==> config.mk <==
export PLATFORM = sky130hd
export DESIGN_NAME = tx_shaper
export DESIGN_NICKNAME = d
export VERILOG_FILES = /design/src/rtl/tx_shaper.sv
export SDC_FILE = /design/constraint.sdc
export NUM_CORES = 1
export LEC_CHECK = 0
export ABC_AREA = 1
export BUFFER_PORTS_ARGS = -buffer_cell sky130_fd_sc_hd__buf_2
export CAP_MARGIN = 20
export CORE_MARGIN = 8
export CORE_UTILIZATION = 51
export CTS_BUF_LIST = sky130_fd_sc_hd__clkbuf_16
export DETAILED_ROUTE_END_ITERATION = 12
export GPL_TIMING_DRIVEN = 0
export MAX_ROUTING_LAYER = met4
export PLACE_DENSITY = 0.84
export SKIP_LAST_GASP = 1
export SYNTH_ARGS = -nofsm -noshare
export SYNTH_HDL_FRONTEND = slang
export SYNTH_SLANG_ARGS = --single-unit
==> constraint.sdc <==
create_clock -name clk -period 1.27 [get_ports clk]
set_input_delay 0.0635 -clock clk [delete_from_list [all_inputs] [get_ports clk]]
set_output_delay 0.0635 -clock clk [all_outputs]
set_load 0.1 [all_outputs]
==> src/rtl/tx_shaper.sv <==
// tx_shaper: PRBS9 QPSK symbol source with multiplier-free polyphase pulse shaping and saturating output.
module tx_shaper #(
  parameter int OS = 4,
  parameter int NBAUD = 6,
  parameter int NBT_COEF = 8,
  parameter int NBF_COEF = 7,
  parameter logic [OS*NBAUD*NBT_COEF-1:0] COEFS = '0,
  parameter logic [8:0] SEED_I = 9'h1AA,
  parameter logic [8:0] SEED_Q = 9'h1FE,
  parameter int NBT_OUT = 10,
  parameter int NBF_OUT = 7
) (
  input  logic                      clk,
  input  logic                      i_reset,
  input  logic                      i_en_tx,
  input  logic                      i_valid,
  output logic                      o_valid,
  output logic signed [NBT_OUT-1:0] o_data_I,
  output logic signed [NBT_OUT-1:0] o_data_Q,
  output logic                      o_sym_I,
  output logic                      o_sym_Q,
  output logic                      o_sym_strobe
);
  localparam int PW = OS > 1 ? $clog2(OS) : 1;
  localparam int AW = NBT_COEF + $clog2(NBAUD);
  localparam int SHL = NBF_OUT > NBF_COEF ? NBF_OUT - NBF_COEF : 0;
  localparam int SHR = NBF_OUT < NBF_COEF ? NBF_COEF - NBF_OUT : 0;
  localparam int MAXV = 2 ** (NBT_OUT - 1) - 1;
  localparam int MINV = -(2 ** (NBT_OUT - 1));
  function automatic logic signed [AW-1:0] coef(input int n);
    return AW'($signed(COEFS[n*NBT_COEF +: NBT_COEF]));
  endfunction
  logic [PW-1:0] phase;
  logic tick, new_sym;
  assign tick = i_en_tx & i_valid;
  assign new_sym = tick && phase == '0;
  always_ff @(posedge clk) begin
    if (i_reset) begin
      phase <= '0;
      o_valid <= 1'b0;
      o_sym_strobe <= 1'b0;
    end else begin
      if (tick) phase <= phase == PW'(OS - 1) ? '0 : phase + 1'b1;
      o_valid <= tick;
      o_sym_strobe <= new_sym;
    end
  end
  for (genvar r = 0; r < 2; r++) begin : g_rail
    localparam logic [8:0] SEED = r == 0 ? SEED_I : SEED_Q;
    localparam logic [8:0] INIT = SEED == 9'h000 ? 9'h1FF : SEED;
    logic [8:0] lfsr;
    logic [NBAUD-1:0] sr, sr_nxt;
    logic signed [AW-1:0] acc;
    logic signed [31:0] al;
    logic signed [NBT_OUT-1:0] y, data;
    logic sym;
    // the symbol entering on a phase-0 tick already contributes to that tick's sample
    assign sr_nxt = new_sym ? NBAUD'({sr, lfsr[8]}) : sr;
    always_comb begin
      acc = '0;
      for (int k = 0; k < NBAUD; k++)
        acc = acc + (sr_nxt[k] ? -coef(k * OS + int'(phase)) : coef(k * OS + int'(phase)));
      al = (32'(acc) <<< SHL) >>> SHR;
      y = al > MAXV ? NBT_OUT'(MAXV) : al < MINV ? NBT_OUT'(MINV) : NBT_OUT'(al);
    end
    always_ff @(posedge clk) begin
      if (i_reset) begin
        lfsr <= INIT;
        sr <= '0;
        data <= '0;
        sym <= 1'b0;
      end else if (tick) begin
        sr <= sr_nxt;
        data <= y;
        if (new_sym) begin
          lfsr <= {lfsr[7:0], lfsr[8] ^ lfsr[4]};
          sym <= lfsr[8];
        end
      end
    end
  end
  assign o_data_I = g_rail[0].data;
  assign o_data_Q = g_rail[1].data;
  assign o_sym_I = g_rail[0].sym;
  assign o_sym_Q = g_rail[1].sym;
endmodule
==> results.txt <==
Outcome: finished clean
Commonest cells in the synthesized netlist: 48 x nand2_1, 24 x dfxtp_1, 21 x buf_4
Cell types with the largest area share after synthesis: dfxtp_1 43%, nand2_1 16%, buf_4 14%
Worst-path clk slew: 0.06 ns
Number of enable flip-flop cells after synthesis: 0
Largest vdd supply drop: 0.9229 mV
Number of cells produced by synthesis: 151
Count leader, synth: nand2_1
Iteration-0 DRC Markers: 17
Cell chosen for the clock root: clkbuf_16
Maximum number of pins on one net before global-route repair: 14
Post-DR wirelength/cell: 10.57 um
Crit Reg-Reg Startpoint: phase[0]
IO buf count: 7
Share of the synthesized area in the top cell type: 43.44%
Global-route usage over all layers: 11.97%
TritonRoute pass-1 iters: 4
Worst Slack Setup Final: 0.07974 ns
Antenna Cells: 0
Total clock buffers created by CTS: 3
Final layout net count: 190
Horizontal die dimension: 62.57 um
Source-to-sink clock delay at the later pin of the worst-skew pair: 0.26 ns
Count of hold buffers inserted by post-cts repair: 0
Post-synthesis area per instance: 7.325 sq um
Cell Count Post-Placement: 205
Yosys warning count: 0
Hold violation total from the final report: 0
HP Start: i_reset
Worst endpoint required time: 1.40 ns
Number of cells traversed by the worst hold path: 2
Clock Skew: 0.003607 ns
Unrepaired setup endpoints after global routing: false
Synth unique cells: 15
Number of top-level design ports: 28
Critical Path End Type: flip-flop
Fraction of registers with async set or reset after synthesis: 0%
Post-detailed-placement half-perimeter wirelength: 1621 um
Pre-CTS setup slack: 0.05706 ns
Starting utilization of the core area: 52.00%
Number of vias after detailed routing: 898
Minimum period implied by the final worst setup slack: 1.190 ns
Register bit total from synthesis: 24
Flop-to-flop setup slack: 0.08 ns
Highest fanout seen on the critical path: 10
H-tree depth reported by CTS: 1
Number of standard-cell rows in the floorplan: 17
Worst Hold Path EP: o_valid
Number of max-slew violations in the final report: 0
Leak Pwr: 0.7701 nW
Max-cap violations: 0
Area delta synth->final: 21.61%
Leading area contributor after synthesis: dfxtp_1
Via count of the first global-routing pass: 871
Endpoint of the lowest-slack register-to-register path: g_rail[1].lfsr[5]
DRC violation count after routing: 0
Y dimension of the die: 62.57 um
Count of final setup violators: 0
Critical path class: flip-flop to flip-flop
Sink count of the clock tree: 24
Register area share after synthesis: 43.44%
CTS tree: built
Cell depth of the worst flop-to-flop path: 7
Tightest Hold Check Type: primary input to flip-flop
Number of antenna violations at the first check in global routing: 0
Worst hold margin: 0.01407 ns
Remaining global-route overflow: 0
Type of element launching the critical path: flip-flop
Die ar.: 3915 sq um
Maximum clock path buffer count: 2
Placeable core area: 2127 sq um
Final estimated routing congestion in global placement: 0.7524
Final total negative setup slack: 0 ns
Final cell utilization of the core: 63.24%
Total Wirelength: 2230 um
Detailed-route vias per instance: 4.256
Crit share post-route: 93.72%
Power density of the placed cells: 1542 nW/um^2
Data arrival at the endpoint of the critical path: 1.32 ns
Most used flip-flop cell after synthesis: dfxtp_1
Non-filler instance count after layout: 211
Fraction of final layout cells sized beyond drive strength 1: 22.95%
Synth Cell Area: 1106 sq um
Global-route wire length before repair: 3781 um
Count of antenna-violating nets left after detailed routing: 0
FMAX: 0.8402 GHz
worst max-delay path, stage by stage (launching register included):
cell	delay, ns
dfxtp_2	0.33
inv_2	0.06
ha_2	0.16
nand3_2	0.09
buf_6	0.15
buf_6	0.13
nand2_1	0.06
nand3_1	0.07
per-stage QoR:
stage / cell area [sq um] / power, mW
4_1_cts: 1326 / 2.071
6_report: 1345 / 2.073
2_1_floorplan: 1177 / 1.340
5_1_grt: 1345 / 2.152
3_3_place_gp: 1247 / 1.376
3_5_place_dp: 1247 / 1.390
how the worst max path moves through the flow:
stage / slack [ns] / end / cells past startpoint / from
floorplan: 0.0007 / o_sym_I / 4 / o_sym_I
global placement: 0.1 / g_rail[0].lfsr[8] / 7 / phase[0]
detailed placement: 0.06 / g_rail[1].lfsr[5] / 7 / phase[0]
CTS: 0.04 / g_rail[0].lfsr[8] / 7 / phase[0]
global route: 0.007 / g_rail[1].lfsr[3] / 7 / phase[1]
finish: 0.08 / g_rail[1].lfsr[5] / 7 / phase[0]
timing repair:
action,in CTS,in global routing
endpoints found under the hold margin,0,0
endpoints found under the setup margin,0,13
resized for setup,0,3
setup buffers,0,2
flip-flops by register name, summed over array words and instances (netlist names):
name	count
g_rail.lfsr	18
phase	2
o_sym_I	1
o_sym_Q	1
o_sym_strobe	1
o_valid	1
cells by family after synthesis:
kind of cell               count (synthesis)  synth area share [%]
AOI/OAI and AO/OA                          2                0.9041
adders and majority gates                  2                 2.262
buffers and inverters                     40                 22.85
DFF                                       24                 43.44
other                                      1                0.3390
and+or+nand+nor                           82                 30.20
where the power goes:
group | leakage [nW] | switching, mW | internal (mW)
logic | 0.533 | 0.430 | 0.121
clock network | 0.0385 | 0.262 | 0.421
registers | 0.198 | 0.0319 | 0.808
total | 0.770 | 0.724 | 1.35
layer usage:
metal	global-route usage, %	up-vias	share of wire (%)
li1	-	475	-
met3	3.405	7	5.2
met5	-	-	0
met4	6.838	0	2.9
met1	11.47	396	40
met2	21.09	20	52
placed cells by master, fill, tap and decap left out, drive strengths merged:
master and n:
dfxtp 24, conb 20, nor2 19, clkinv 1, a21oi 1, buf 34
nand3 15, o21ai 1, ha 2, nand2 48, inv 14, clkbuf 4
area by class of cell:
| cell class | count | area, sq um |
|---|---|---|
| buffer | 26 | 200.2 |
| tap | 28 | 35.03 |
| clock buffer | 3 | 75.07 |
| fill | 194 | 782.0 |
| multi-input combinational | 106 | 446.7 |
| inverter | 14 | 52.55 |
| clock inverter | 1 | 3.754 |
| sequential | 24 | 481.7 |
| timing repair buffer | 9 | 50.05 |
Note: power is estimated with default switching activity, not from simulation.
